<file path="src/rtl/ps2_pkg.sv">
`default_nettype none
// ============================================================================
//  Module  : ps2_pkg
//  Brief   : Shared types and constants for the PS/2 host transmitter.
//  Revision: 1.0 - initial release
// ============================================================================
package ps2_pkg;

    typedef enum logic [2:0] {
        IDLE      = 3'd0,
        INHIBIT   = 3'd1,
        REQ       = 3'd2,
        SEND      = 3'd3,
        ACK       = 3'd4,
        WAIT_IDLE = 3'd5
    } ps2_tx_state_t;

    // data bits + parity + stop
    localparam int PS2_FRAME_BITS = 10;

    localparam logic [7:0] PS2_CMD_SET_LED = 8'hED;
    localparam logic [7:0] PS2_CMD_ENABLE  = 8'hF4;
    localparam logic [7:0] PS2_CMD_RESET   = 8'hFF;

endpackage
`default_nettype wire

</file>
<file path="src/rtl/ps2_sync_edge.sv">
`default_nettype none
// ============================================================================
//  Module  : ps2_sync_edge
//  Brief   : 3-flop synchroniser for a raw PS/2 pin plus falling-edge detect.
//  Revision: 1.0 - initial release
// ============================================================================
module ps2_sync_edge (
    input  logic clk,
    input  logic rst,
    input  logic async_in,
    output logic sync_out,
    output logic fall
);

    logic [2:0] r_sync;
    logic       r_prev;

    always_ff @(posedge clk) begin
        if (rst) begin
            r_sync <= 3'b000;
            r_prev <= 1'b0;
        end else begin
            r_sync <= {r_sync[1:0], async_in};
            r_prev <= r_sync[2];
        end
    end

    assign sync_out = r_sync[2];
    assign fall     = r_prev & ~r_sync[2];

endmodule
`default_nettype wire

</file>
<file path="src/rtl/ps2_host_tx.sv">
`default_nettype none
// ============================================================================
//  Module  : ps2_host_tx
//  Brief   : Host-to-device PS/2 command transmitter with ACK check/watchdog.
//  Revision: 1.0 - initial release
// ============================================================================
module ps2_host_tx #(
    parameter int INHIBIT_CYCLES = 5000,
    parameter int REQ_CYCLES     = 16,
    parameter int TIMEOUT_CYCLES = 1000000
) (
    input  logic       clk,
    input  logic       rst,
    input  logic       tx_valid,
    input  logic [7:0] tx_data,
    output logic       tx_ready,
    output logic       tx_busy,
    output logic       tx_done,
    output logic       tx_err,
    input  logic       ps2_clk,
    input  logic       ps2_data,
    output logic       ps2_clk_oe,
    output logic       ps2_data_oe
);

    import ps2_pkg::*;

    localparam int c_INH_W = $clog2(INHIBIT_CYCLES + 1);
    localparam int c_REQ_W = $clog2(REQ_CYCLES + 1);
    localparam int c_WD_W  = $clog2(TIMEOUT_CYCLES + 1);

    localparam logic [c_INH_W-1:0] c_INH_LAST = c_INH_W'(INHIBIT_CYCLES - 1);
    localparam logic [c_REQ_W-1:0] c_REQ_LAST = c_REQ_W'(REQ_CYCLES - 1);
    localparam logic [c_WD_W-1:0]  c_WD_LAST  = c_WD_W'(TIMEOUT_CYCLES - 1);
    localparam logic [3:0]         c_LAST_BIT = 4'(PS2_FRAME_BITS - 1);

    ps2_tx_state_t               r_state, w_state_n;
    logic [PS2_FRAME_BITS-1:0]   r_shreg, w_shreg_n;
    logic [3:0]                  r_cnt, w_cnt_n;
    logic [c_INH_W-1:0]          r_inh, w_inh_n;
    logic [c_REQ_W-1:0]          r_req, w_req_n;
    logic [c_WD_W-1:0]           r_wd, w_wd_n;
    logic                        r_clk_oe, w_clk_oe_n;
    logic                        r_data_oe, w_data_oe_n;

    logic w_clk_s, w_clk_fall, w_data_s, w_data_fall_unused;
    logic w_wd_expired;

    ps2_sync_edge u_sync_clk (
        .clk      (clk),
        .rst      (rst),
        .async_in (ps2_clk),
        .sync_out (w_clk_s),
        .fall     (w_clk_fall)
    );

    ps2_sync_edge u_sync_data (
        .clk      (clk),
        .rst      (rst),
        .async_in (ps2_data),
        .sync_out (w_data_s),
        .fall     (w_data_fall_unused)
    );

    assign w_wd_expired = (r_wd == c_WD_LAST);

    always_ff @(posedge clk) begin
        if (rst) begin
            r_state   <= IDLE;
            r_shreg   <= '0;
            r_cnt     <= 4'd0;
            r_inh     <= '0;
            r_req     <= '0;
            r_wd      <= '0;
            r_clk_oe  <= 1'b0;
            r_data_oe <= 1'b0;
        end else begin
            r_state   <= w_state_n;
            r_shreg   <= w_shreg_n;
            r_cnt     <= w_cnt_n;
            r_inh     <= w_inh_n;
            r_req     <= w_req_n;
            r_wd      <= w_wd_n;
            r_clk_oe  <= w_clk_oe_n;
            r_data_oe <= w_data_oe_n;
        end
    end

    always_comb begin
        w_state_n   = r_state;
        w_shreg_n   = r_shreg;
        w_cnt_n     = r_cnt;
        w_inh_n     = r_inh;
        w_req_n     = r_req;
        w_wd_n      = r_wd;
        w_clk_oe_n  = r_clk_oe;
        w_data_oe_n = r_data_oe;
        tx_done     = 1'b0;
        tx_err      = 1'b0;

        case (r_state)
            IDLE: begin
                w_clk_oe_n  = 1'b0;
                w_data_oe_n = 1'b0;
                if (tx_valid) begin
                    w_shreg_n  = {1'b1, ~^tx_data, tx_data};
                    w_cnt_n    = 4'd0;
                    w_inh_n    = '0;
                    w_clk_oe_n = 1'b1;
                    w_state_n  = INHIBIT;
                end
            end
            INHIBIT: begin
                if (r_inh == c_INH_LAST) begin
                    w_req_n     = '0;
                    w_data_oe_n = 1'b1;
                    w_state_n   = REQ;
                end else begin
                    w_inh_n = r_inh + 1'b1;
                end
            end
            REQ: begin
                if (r_req == c_REQ_LAST) begin
                    w_clk_oe_n = 1'b0;
                    w_wd_n     = '0;
                    w_state_n  = SEND;
                end else begin
                    w_req_n = r_req + 1'b1;
                end
            end
            SEND: begin
                // An edge on the terminal count wins over the watchdog.
                if (w_clk_fall) begin
                    w_data_oe_n = ~r_shreg[0];
                    w_shreg_n   = {1'b0, r_shreg[PS2_FRAME_BITS-1:1]};
                    w_cnt_n     = r_cnt + 4'd1;
                    w_wd_n      = '0;
                    if (r_cnt == c_LAST_BIT) begin
                        w_state_n = ACK;
                    end
                end else if (w_wd_expired) begin
                    w_data_oe_n = 1'b0;
                    tx_err      = 1'b1;
                    w_state_n   = IDLE;
                end else begin
                    w_wd_n = r_wd + 1'b1;
                end
            end
            ACK: begin
                w_data_oe_n = 1'b0;
                if (w_clk_fall) begin
                    w_wd_n = '0;
                    if (w_data_s) begin
                        tx_err    = 1'b1;
                        w_state_n = IDLE;
                    end else begin
                        w_state_n = WAIT_IDLE;
                    end
                end else if (w_wd_expired) begin
                    tx_err    = 1'b1;
                    w_state_n = IDLE;
                end else begin
                    w_wd_n = r_wd + 1'b1;
                end
            end
            WAIT_IDLE: begin
                if (w_clk_s && w_data_s) begin
                    tx_done   = 1'b1;
                    w_state_n = IDLE;
                end else if (w_wd_expired) begin
                    tx_err    = 1'b1;
                    w_state_n = IDLE;
                end else begin
                    w_wd_n = r_wd + 1'b1;
                end
            end
            default: begin
                w_clk_oe_n  = 1'b0;
                w_data_oe_n = 1'b0;
                w_state_n   = IDLE;
            end
        endcase
    end

    assign tx_ready    = (r_state == IDLE);
    assign tx_busy     = ~tx_ready;
    assign ps2_clk_oe  = r_clk_oe;
    assign ps2_data_oe = r_data_oe;

endmodule
`default_nettype wire

</file>
<file path="config.mk">
export PLATFORM = sky130hd
export DESIGN_NAME = ps2_host_tx
export DESIGN_NICKNAME = d
export VERILOG_FILES = /design/src/rtl/ps2_pkg.sv /design/src/rtl/ps2_sync_edge.sv /design/src/rtl/ps2_host_tx.sv
export SDC_FILE = /design/constraint.sdc
export NUM_CORES = 1
export LEC_CHECK = 0
export ABC_AREA = 1
export CAP_MARGIN = 40
export CORE_UTILIZATION = 60
export CTS_CLUSTER_DIAMETER = 100
export DETAILED_ROUTE_END_ITERATION = 16
export PLACE_DENSITY_LB_ADDON = 0.08
export SYNTH_ARGS = -nofsm -noshare
export SYNTH_HDL_FRONTEND = slang
export SYNTH_SLANG_ARGS = --single-unit
</file>
<file path="constraint.sdc">
create_clock -name clk -period 4.3 [get_ports clk]
set_input_delay 0.43 -clock clk [delete_from_list [all_inputs] [get_ports clk]]
set_output_delay 0.43 -clock clk [all_outputs]
set_load 0.005 [all_outputs]
</file>
Word level (Yosys, flattened, before mapping)
Cells that the tools add are included.
{ "word_totals": {"regBits": 64, "out_inout_bits": 6, "elab_cells": 98, "input_bits": 13} }
{ "op_classes": {"n_eq_ne": 18, "add_sub_neg": 4, "n_mux": 42, "reduce_logical": 17, "n_bitwise": 6} }
{ "ops": {"columns": ["cell", "n"], "rows": [
  ["two-way mux 20 bit", 4],
  ["one-hot mux 20 bit (3 select lines)", 1],
  ["two-way mux 3 bit", 9],
  ["two-way mux 13 bit", 2],
  ["one-hot mux 13 bit (2 select lines)", 1],
  ["adder 20 x 1 -> 20 bit (second input constant)", 1],
  ["equality test 20 bit (second input constant)", 1],
  ["two-way mux 10 bit", 2],
  ["one-hot mux 10 bit (2 select lines)", 1],
  ["one-hot mux 3 bit (6 select lines)", 1],
  ["AND reduction 3 bit", 5],
  ["adder 13 x 1 -> 13 bit (second input constant)", 1],
  ["equality test 13 bit (second input constant)", 1],
  ["two-way mux 1 bit", 12],
  ["!= test 2 bit (second input constant)", 6],
  ["two-way mux 5 bit", 2],
  ["one-hot mux 5 bit (2 select lines)", 1],
  ["one-hot mux 1 bit (3 select lines)", 3],
  ["two-way mux 4 bit", 2],
  ["one-hot mux 4 bit (2 select lines)", 1],
  ["XNOR reduction 8 bit", 1],
  ["equality test 3 x 2 -> 1 bit (second input constant)", 2],
  ["equality test 3 bit (second input constant)", 2],
  ["nonzero test 2 bit", 3],
  ["17 further kinds", 22]
]} }

Longest topological paths before layout
Gate-level depths: netlist (run 1).
{ "logic_depth": {"word_depth": 4, "mapped_depth": 14, "mapped_depth_nobuf": 14} }

By module
From an unflattened synthesis (run 1), not the netlist that was laid out.
{ "unflattened": {"hier_cells": 521, "hier_area_um2": 3533.4} }
{ "by_module_without_submodules": {"columns": ["module", "area_each_um2", "cells_per_inst", "n_inst", "seq_area_each_um2"], "rows": [
  ["ps2_host_tx", 3298.2, 493, 1, 1141.1],
  ["ps2_sync_edge", 117.6, 14, 2, 80.1]
]} }

Worst setup path after synthesis (run 1)
Ideal clock, no wire load.
{ "synth_timing": {"path_kind": "register to register", "startpoint": "reg r_req[0]", "endpoint": "reg r_wd[14]", "path_slack_ns": 2.571, "path_buffers": 0, "arrival_ns": 1.616, "stages_incl_launch_ff": 14, "period_less_slack_ns": 1.729, "t_required_ns": 4.187, "setup_ns": 0.113, "path_cell_list": "dfxtp_1 -> ha_1 -> inv_1 -> nor3_1 -> ha_1 -> inv_1 -> nand2_2 -> nand2_2 -> nor2_4 -> nand2_4 -> nor2_4 -> nand2_1 -> nor2_1 -> nor2_1"} }
{ "synth_between": {"elab_chain_len": 3} }
{ "synth_lines": {"columns": ["element", "line_no", "rtl"], "rows": [
  ["start: declaration", "ps2_host_tx.sv:41", "logic [c_REQ_W-1:0] r_req, w_req_n;"],
  ["start signal: assignment", "ps2_host_tx.sv:82", "r_req <= w_req_n;"],
  ["equality test 5 x 4 -> 1 bit", "ps2_host_tx.sv:123", "if (r_req == c_REQ_LAST) begin"],
  ["!= test 2 bit (no line)", null, null],
  ["AND reduction 3 bit (no line)", null, null],
  ["end signal: assignment", "ps2_host_tx.sv:83", "r_wd <= w_wd_n;"],
  ["end: declaration", "ps2_host_tx.sv:42", "logic [c_WD_W-1:0] r_wd, w_wd_n;"]
]} }
No other way between the ends.
A chain may end at the register's enable or synchronous reset.

Final worst setup path (run 1)
{ "layout_timing": {"startpoint": "reg r_state[0]", "endpoint": "out tx_err"} }
{ "layout_between": {"elab_chain_len": 2, "word_cells_on_any_way": 4, "cone_classes": "eq/ne (3); mux (1)"} }
{ "layout_lines": {"columns": ["element", "line_no", "rtl"], "rows": [
  ["start: declaration", "ps2_host_tx.sv:37", "ps2_tx_state_t r_state, w_state_n;"],
  ["start signal: assignment", "ps2_host_tx.sv:78", "r_state <= w_state_n;"],
  ["equality test 3 bit or equality test 3 x 2 -> 1 bit (tied branches)", "ps2_host_tx.sv:101", "case (r_state)"],
  ["one-hot mux 1 bit (3 select lines) *", "ps2_host_tx.sv:101", null],
  ["end: declaration", "ps2_host_tx.sv:19", "output logic tx_err,"]
]} }
Mark *: on every way between the ends. The rest lies on a longest branch, timed or not.

==> results of run 1 <==
-- cell usage in the layout (no fill, tap or decap), drive strengths merged, types with 13 or more instances in the layout --
master,instances
nand2,138
nor2,68
inv,65
dfxtp,64
nand3,37
a21oi,35
o21ai,30
clkdlybuf4s50,18
nor3,15
nand4,13
clkbuf,13
-- power breakdown --
group          leakage [nW]  switching [mW]  internal (mW)
Clock                 0.108           0.235          0.342
Sequential            0.521          0.0624          0.666
Combinational         0.906           0.339          0.181
-- synth_stat cells, types with 2 or more instances --
cell type  number  area share, %
dfxtp_1        64             37
nand4_1        13            2.4
a31oi_1         8            1.5
o21ai_0        29            4.2
a21oi_1        35            5.1
nor2_2          3           0.55
nand3_1        36            5.3
buf_2           3           0.44
nor2_4          4            1.3
buf_4           2           0.44
nor2_1         61            6.7
nand2_2         5           0.91
nand2_1       132             14
clkbuf_1        5           0.55
inv_2           3           0.33
nor3_1         15            2.2
xor2_1          8            2.0
inv_1          62            6.8
ha_1            6            2.2
o211a_1         2           0.58
o211ai_1        2           0.44
xnor2_1         6            1.5
-- cells by family (layout without fill, tap and decap cells) --
family / after synthesis / in the layout / synth area share [%]
buffers and inverters: 76 / 101 / 8.65
XOR/XNOR: 14 / 14 / 3.58
AO/OA/AOI/OAI: 82 / 82 / 13.1
adder cells (fa/ha/maj): 6 / 6 / 2.19
flip-flops: 64 / 64 / 37.4
AND/OR/NAND/NOR: 275 / 275 / 35.1
-- worst min path at each step --
stage / endpoint / slack (ns) / cells past startpoint
final: u_sync_data.r_sync[1] / 0.41 / 2
after CTS: u_sync_data.r_sync[1] / 0.40 / 2
after global routing: u_sync_data.r_sync[2] / 0.42 / 2
after floorplan: u_sync_clk.r_sync[1] / 0.39 / 2
after global placement: u_sync_data.r_sync[1] / 0.39 / 2
after detailed placement: u_sync_data.r_sync[1] / 0.40 / 2
-- registers in the layout, indices dropped and copies added (netlist names) --
| register | count |
|---|---|
| r_req | 5 |
| r_wd | 20 |
| ps2_clk_oe | 1 |
| r_inh | 13 |
| u_sync_clk.r_sync | 3 |
| u_sync_data.r_sync | 3 |
| u_sync_clk.r_prev | 1 |
| r_shreg | 10 |
| ps2_data_oe | 1 |
| r_cnt | 4 |
| r_state | 3 |
-- worst max-delay path, cell delays in order (launching register included) --
cell,delay (ns)
dfxtp_1,0.49
nand3_1,0.47
nand2_1,0.19
nand2_1,0.09
nand2_1,0.14
inv_1,0.06
o22ai_1,0.16
clkdlybuf4s50_1,0.55
-- metal layers --
metal	global-route usage (%)	part of all wire (%)	vias up
li1	-	-	1721
met1	31.0	45	1448
met2	45.5	48	85
met3	5.06	3.9	22
met4	13.2	2.4	0
met5	0	0	-
-- metrics by stage --
stage | util (%) | hold slack, ns
finish | 70.3 | 0.406
global route | 70.3 | 0.415
CTS | 70.3 | 0.405
detailed placement | 66.4 | 0.396
global placement | 66.4 | 0.393
floorplan | - | 0.388
-- cell type report --
cell class | count | area, um2 | area share [%]
sequential | 64 | 1280 | 33.1
clock inverter | 3 | 65.1 | 1.68
clock buffer | 13 | 149 | 3.85
multi-input combinational | 377 | 1850 | 47.8
timing repair buffer | 19 | 188 | 4.85
tap | 72 | 90.1 | 2.33
inverter | 66 | 248 | 6.40
==> impl_metrics.yaml, run 1 <==
setup_path:
  crit_path_max_fanout: 14
  worstSetupStartpointType: "register"
  worstReg2RegStart: "r_state[0]"
  rr_worst_depth: 7
  crit_end: "tx_err"
  crit_arrival_ns: 2.52
  r2r_end: "r_cnt[3]"
  end_kind: "output port"
  crit_type: "reg2out"
  reg2reg_setup_slack_ns: 1.88
  cp_data_required_time_ns: 3.87
  startpoint: "r_state[0]"
layout:
  final_nets: 556
  antenna_cells: 0
  fin_cells: 614
  final_area_um2: 3870
  nFillCells: 466
  drive_gt1_share_pct: 5.90
  syn_to_final_growth_pct: 12.9
grt:
  track_usage_pct: 26.3
  antenna_found_initial: 0
  globalRoute.totalOverflow: 0
  grt_pass1_wl_um: 12600
  grt_pass1_vias: 2971
  grt_max_degree: 24
synth:
  synth.distinct_cells: 35
  netlist_instances: 517
  yosys_warnings: 0
  avgSynthCellArea_um2: 6.63
  synth_ff_type: "dfxtp_1"
  synth-seq-area-share_pct: 37.4
  ys_async_sr_fraction_pct: 0
  ys_ff_latch: 64
  syn_nets: 536
  synth-edff-count: 0
  syn-cell-area_um2: 3430
clock_tree:
  cts.path.max_buffers: 2
  htreeDepth: 3
  clk_latency_ns: 0.35
  cts_tree: "done"
  cts_root_buf: "clkbuf_8"
  cts_setup_buffers: 0
  ctsResizeCount: 0
  cts_hold_buf: 0
  cts.sinks: 64
  clkSlewWorstSetupHoldPaths_ns: 0.08
  numCtsBuffers: 9
die:
  row_count: 27
  core-area_um2: 5510
  start_util_pct: 62.2
  dieArea_um2: 6020
  top_level_ports: 19
  die_h_um: 77.6
  dieWidth_um: 77.6
timing:
  worst_slew_pin_slew_ns: 0.602
  setup_viol: 0
  fmax_mhz: 339
  setup_ws_ns: 1.35
  relSlewSlack_pct: 59.8
  fin_crit_sh_pct: 68.6
  finClkSkew_ns: 0.0111
  slew_violations: 0
  setup_tns_ns: 0
  rsz0062_at_grt: "no"
  period_needed_ns: 2.95
  hold_violations: 0
run:
  max_cap_violations: 0
power_and_ir_drop:
  p_leak_nw: 1.53
  powerDensity_nw_per_um2: 472
  fin_total_pwr_mw: 1.83
  ir_drop_uv: 313
outcome:
  outcome: "finished clean"
placement:
  gp_congestion: 0.878
  port_buffers: 18
  place_inst: 598
  pre_cts_ws_ns: 1.79
  place_hpwl_um: 5480
  placed_area_um2: 3660
detailed_routing:
  via_count: 3276
  dr.pass1.iters: 5
  ant_nets: 0
  drtIter0Drc: 177
  wl_per_cell_um: 12.4
  viasPerCell: 5.34
  totalWireLength_um: 7590
  drc: 0
worst_hold_path:
  hold_path_class: "reg2reg"
  hold_path.startpoint: "u_sync_data.r_sync[0]"
(Power assumes the default switching activity.)
==> run 2: changes to the inputs <==
==> constraint.sdc (replaced) <==
create_clock -name clk -period 3.05 [get_ports clk]
set_input_delay 0.305 -clock clk [delete_from_list [all_inputs] [get_ports clk]]
set_output_delay 0.305 -clock clk [all_outputs]
set_load 0.005 [all_outputs]
==> impl_metrics.yaml, run 2 (same netlist as run 1, synthesis figures left out) <==
outcome:
  outcome: "finished clean"
placement:
  place_hpwl_um: 5500
  port_buffers: 18
  placed_area_um2: 3670
  gp_congestion: 0.865
clock_tree:
  numCtsBuffers: 9
  htreeDepth: 3
  cts_setup_buffers: 0
  cts_root_buf: "clkbuf_8"
  cts_tree: "done"
  cts.sinks: 64
  cts.path.max_buffers: 2
  ctsResizeCount: 0
  clk_latency_ns: 0.34
  cts_hold_buf: 0
  clkSlewWorstSetupHoldPaths_ns: 0.07
layout:
  drive_gt1_share_pct: 6.45
  final_cell_mix: "132 x nand2_1, 64 x dfxtp_1, 62 x inv_1"
  final_nets: 558
  top_register: "r_wd"
  syn_to_final_growth_pct: 12.6
  antenna_cells: 0
  nFillCells: 513
  top_regs: "r_wd x20, r_inh x13, r_shreg x10"
  final_core_util_pct: 70.1
  final_area_um2: 3860
  largest_reg_flops: 20
  final_common_cell: "nand2_1"
timing:
  worst_slew_pin_slew_ns: 0.608
  setup_tns_ns: 0
  hold_slack_ns: 0.402
  finClkSkew_ns: 0.00979
  fmax_mhz: 401
  rsz0062_at_grt: "no"
  setup_viol: 0
  hold_violations: 0
  slew_violations: 0
  period_needed_ns: 2.49
  fin_crit_sh_pct: 81.7
  relSlewSlack_pct: 59.3
grt:
  grt_pass1_vias: 3018
  grt_pass1_wl_um: 13100
  globalRoute.totalOverflow: 0
  track_usage_pct: 27.1
  grt_max_degree: 24
  antenna_found_initial: 0
die:
  start_util_pct: 62.2
  die_h_um: 77.6
  core-area_um2: 5510
  dieWidth_um: 77.6
  dieArea_um2: 6020
  row_count: 27
  top_level_ports: 19
power_and_ir_drop:
  ir_drop_uv: 442
  powerDensity_nw_per_um2: 642
  fin_total_pwr_mw: 2.48
  p_leak_nw: 1.53
detailed_routing:
  dr.pass1.iters: 6
  drc: 0
  viasPerCell: 5.31
  drtIter0Drc: 173
  ant_nets: 0
  totalWireLength_um: 7410
  wl_per_cell_um: 12.0
  via_count: 3263
setup_path:
  rr_worst_depth: 8
  crit_arrival_ns: 2.19
  end_kind: "output port"
  worstSetupStartpointType: "register"
  cp_data_required_time_ns: 2.74
  crit_type: "reg2out"
  crit_path_max_fanout: 14
  reg2reg_setup_slack_ns: 1.01
worst_hold_path:
  hold_path_class: "reg2reg"
  holdPathStages: 2
run:
  max_cap_violations: 0
==> run 2: cell types whose count changed in the layout (fill, tap and decap cells not counted) <==
| cell | delta |
|---|---|
| clkinv_2 | +2 |
| buf_4 | +2 |
| bufinv_16 | -1 |
| clkbuf_1 | -2 |
==> run 2: power breakdown <==
part / internal [mW] / switching, mW / total (mW) / leakage (nW)
sequential: 0.939 / 0.0894 / 1.03 / 0.521
clock: 0.391 / 0.321 / 0.712 / 0.0989
combinational: 0.257 / 0.480 / 0.737 / 0.914
==> run 2: worst max-delay path: stages, from the launching register on <==
cell	delay [ns]
dfxtp_1	0.48
nand3_1	0.13
buf_4	0.20
nand2_1	0.07
nand2_1	0.06
nand2_1	0.15
inv_1	0.06
o22ai_1	0.16
clkdlybuf4s50_1	0.53
==> run 2: final timing paths <==
kind / endpoint / startpoint
setup / recovery: tx_err / r_state[0]
hold / removal: u_sync_clk.r_sync[1] / u_sync_clk.r_sync[0]
setup reg to reg: r_req[2] / r_inh[0]
hold reg to reg: u_sync_clk.r_sync[1] / u_sync_clk.r_sync[0]
==> run 2: cell type report <==
type | instances | area, um2 | area share [%]
Multi-Input combinational cell | 377 | 1850 | 47.9
Timing Repair Buffer | 21 | 203 | 5.25
Clock buffer | 11 | 141 | 3.67
Tap cell | 72 | 90.1 | 2.34
Sequential cell | 64 | 1280 | 33.2
Inverter | 66 | 248 | 6.42
Clock inverter | 4 | 45.0 | 1.17
==> run 2: routing by layer <==
layer,vias up,routed length [um],GRT usage [%]
li1,1720,-,-
met1,1480,3510,31.6
met2,53,3580,48.4
met3,10,186,4.00
met4,0,121,12.6
met5,-,0,0
==> run 2: through the flow <==
step / instances / worst slack [ns]
finish: 615 / 0.558
global route: 615 / 0.416
CTS: 615 / 0.569
detailed placement: 600 / 0.956
global placement: 600 / 1.01
floorplan: 517 / 1.32
==> run 3: changes to the inputs <==
--- a/config.mk
+++ b/config.mk
@@ -7,7 +7,7 @@
 export LEC_CHECK = 0
 export ABC_AREA = 1
 export CAP_MARGIN = 40
-export CORE_UTILIZATION = 60
+export CORE_UTILIZATION = 54
 export CTS_CLUSTER_DIAMETER = 100
 export DETAILED_ROUTE_END_ITERATION = 16
 export PLACE_DENSITY_LB_ADDON = 0.08
==> constraint.sdc (replaced) <==
create_clock -name clk -period 2.2 [get_ports clk]
set_input_delay 0.22 -clock clk [delete_from_list [all_inputs] [get_ports clk]]
set_output_delay 0.22 -clock clk [all_outputs]
set_load 0.005 [all_outputs]
==> impl_metrics.yaml, run 3 (same netlist as run 1, synthesis figures left out) <==
layout:
  syn_to_final_growth_pct: 15.8
  register_area_um2: 1290
  top_register: "r_wd"
  fin_cells: 628
  largest_reg_flops: 20
  top_regs: "r_wd x20, r_inh x13, r_shreg x10"
  nFillCells: 549
  final_nets: 567
  final_common_cell: "nand2_1"
  multi_input_area_um2: 1880
  final_cell_mix: "131 x nand2_1, 62 x inv_1, 59 x dfxtp_1"
  final_area_um2: 3970
  antenna_cells: 0
  drive_gt1_share_pct: 10.3
run:
  max_cap_violations: 0
clock_tree:
  clk_latency_ns: 0.34
  clkSlewWorstSetupHoldPaths_ns: 0.08
  numCtsBuffers: 9
  htreeDepth: 3
  cts_hold_buf: 0
  cts_tree: "done"
  cts_root_buf: "clkbuf_8"
  cts.sinks: 64
  cts.path.max_buffers: 2
placement:
  placed_area_um2: 3710
  gp_congestion: 0.944
  place_inst: 608
  place_hpwl_um: 5670
  port_buffers: 18
detailed_routing:
  totalWireLength_um: 7860
  ant_nets: 0
  via_count: 3415
  viasPerCell: 5.44
  wl_per_cell_um: 12.5
  dr.pass1.iters: 4
  drc: 0
  drtIter0Drc: 236
grt:
  grt_max_degree: 20
  grt_pass1_wl_um: 13100
  grt_pass1_vias: 3070
  met1_usage_pct: 29.9
  grt.met2_usage_pct: 44.2
  met3_usage_pct: 4.67
  busiest_layer: "met2"
  globalRoute.totalOverflow: 0
  antenna_found_initial: 0
  track_usage_pct: 25.5
power_and_ir_drop:
  ir_drop_uv: 659
  p_leak_nw: 1.59
  powerDensity_nw_per_um2: 892
  switching_share_pct: 36.4
  combPwrFrac_pct: 31.3
  p_sw_mw: 1.29
  seqPwrFrac_pct: 40.7
  p_clk_share_pct: 28.0
  fin_total_pwr_mw: 3.54
  p_int_mw: 2.25
die:
  dieArea_um2: 6670
  dieWidth_um: 81.7
  core-area_um2: 6030
  die_h_um: 81.7
  start_util_pct: 56.9
  top_level_ports: 19
  row_count: 28
worst_hold_path:
  hold_path.startpoint: "ps2_clk"
  hold_end: "u_sync_clk.r_sync[0]"
  holdPathStages: 3
  hold_path_class: "in2reg"
setup_path:
  crit_type: "reg2reg"
  worstSetupStartpointType: "register"
  crit_arrival_ns: 2.23
  reg2reg_setup_slack_ns: 0.19
  worstReg2RegStart: "r_req[1]"
  rr_worst_depth: 11
  r2r_end: "r_wd[8]"
  crit_path_max_fanout: 8
  cp_data_required_time_ns: 2.43
  startpoint: "r_req[1]"
  end_kind: "register"
timing:
  fmax_mhz: 498
  worst_slew_pin_slew_ns: 0.504
  period_needed_ns: 2.01
  setup_tns_ns: 0
  relSlewSlack_pct: 66.4
  slew_violations: 0
  rsz0062_at_grt: "no"
  hold_violations: 0
  setup_viol: 0
  hold_slack_ns: 0.389
  fin_crit_sh_pct: 91.2
  finClkSkew_ns: 0.00945
outcome:
  outcome: "finished clean"
-- run 3: changes by cell type in the layout (fill, tap and decap cells not counted), sizes merged --
| cell | before | now |
|---|---|---|
| buf | 3 | 12 |
| clkbuf | 11 | 10 |
| clkdlybuf4s50 | 18 | 17 |
| clkinvlp | 0 | 2 |
| dlymetal6s2s | 0 | 1 |
-- run 3: how the worst max path moves through the flow --
| stage | to | depth (start not counted) | slack, ns |
|---|---|---|---|
| CTS | tx_err | 6 | 0.005 |
| floorplan | r_wd[14] | 13 | 0.47 |
| detailed placement | r_wd[7] | 14 | 0.24 |
| global placement | tx_err | 6 | 0.27 |
| finish | r_wd[8] | 11 | 0.19 |
| global route | r_wd[14] | 14 | 0.01 |
-- run 3: what timing repair did --
item | in CTS | in global routing
pin swaps | 0 | 3
buffers inserted | 0 | 4
gates resized for setup | 7 | 8
gates cloned | 0 | 0
setup endpoints to repair | 1 | 3
-- run 3: metrics by stage --
stage          utilization [%]  worst slack (ns)
2_1_floorplan                -             0.471
3_3_place_gp              61.6             0.272
3_5_place_dp              61.6             0.237
4_1_cts                   65.0           0.00519
5_1_grt                   65.9            0.0101
6_report                  65.9             0.193
-- run 3: cell type report --
cell class | instances | area share (%)
multi-input cells | 377 | 47.3
flip-flops and latches | 64 | 32.5
repair buffers | 30 | 6.87
inverters | 66 | 6.24
clock buffers | 10 | 3.21
well taps | 75 | 2.36
clock inverters | 6 | 1.51
-- run 3: critical path, stage by stage (launching register included) --
cell       delay (ns)
dfxtp_1          0.36
ha_1             0.17
inv_1            0.05
nor3_1           0.14
ha_1             0.17
inv_1            0.05
nand2_2          0.10
nand2_2          0.09
nor2_4           0.23
nand2_4          0.15
o21ai_0          0.28
a2bb2oi_1        0.10
-- run 3: power groups by stage --
stage | combinational (mW) | clock, mW | sequential, mW
floorplan | 0.760 | 0 | 1.41
CTS | 1.06 | 1.01 | 1.43
global route | 1.25 | 1.06 | 1.46
finish | 1.11 | 0.992 | 1.44
global placement | 1.04 | 0 | 1.44
detailed placement | 1.05 | 0 | 1.45
-- run 3: routing by layer --
metal,part of all wire [%],vias to the layer above
met4,2.4,0
met1,46,1575
met3,4.0,18
met2,48,90
li1,-,1732
met5,0,-
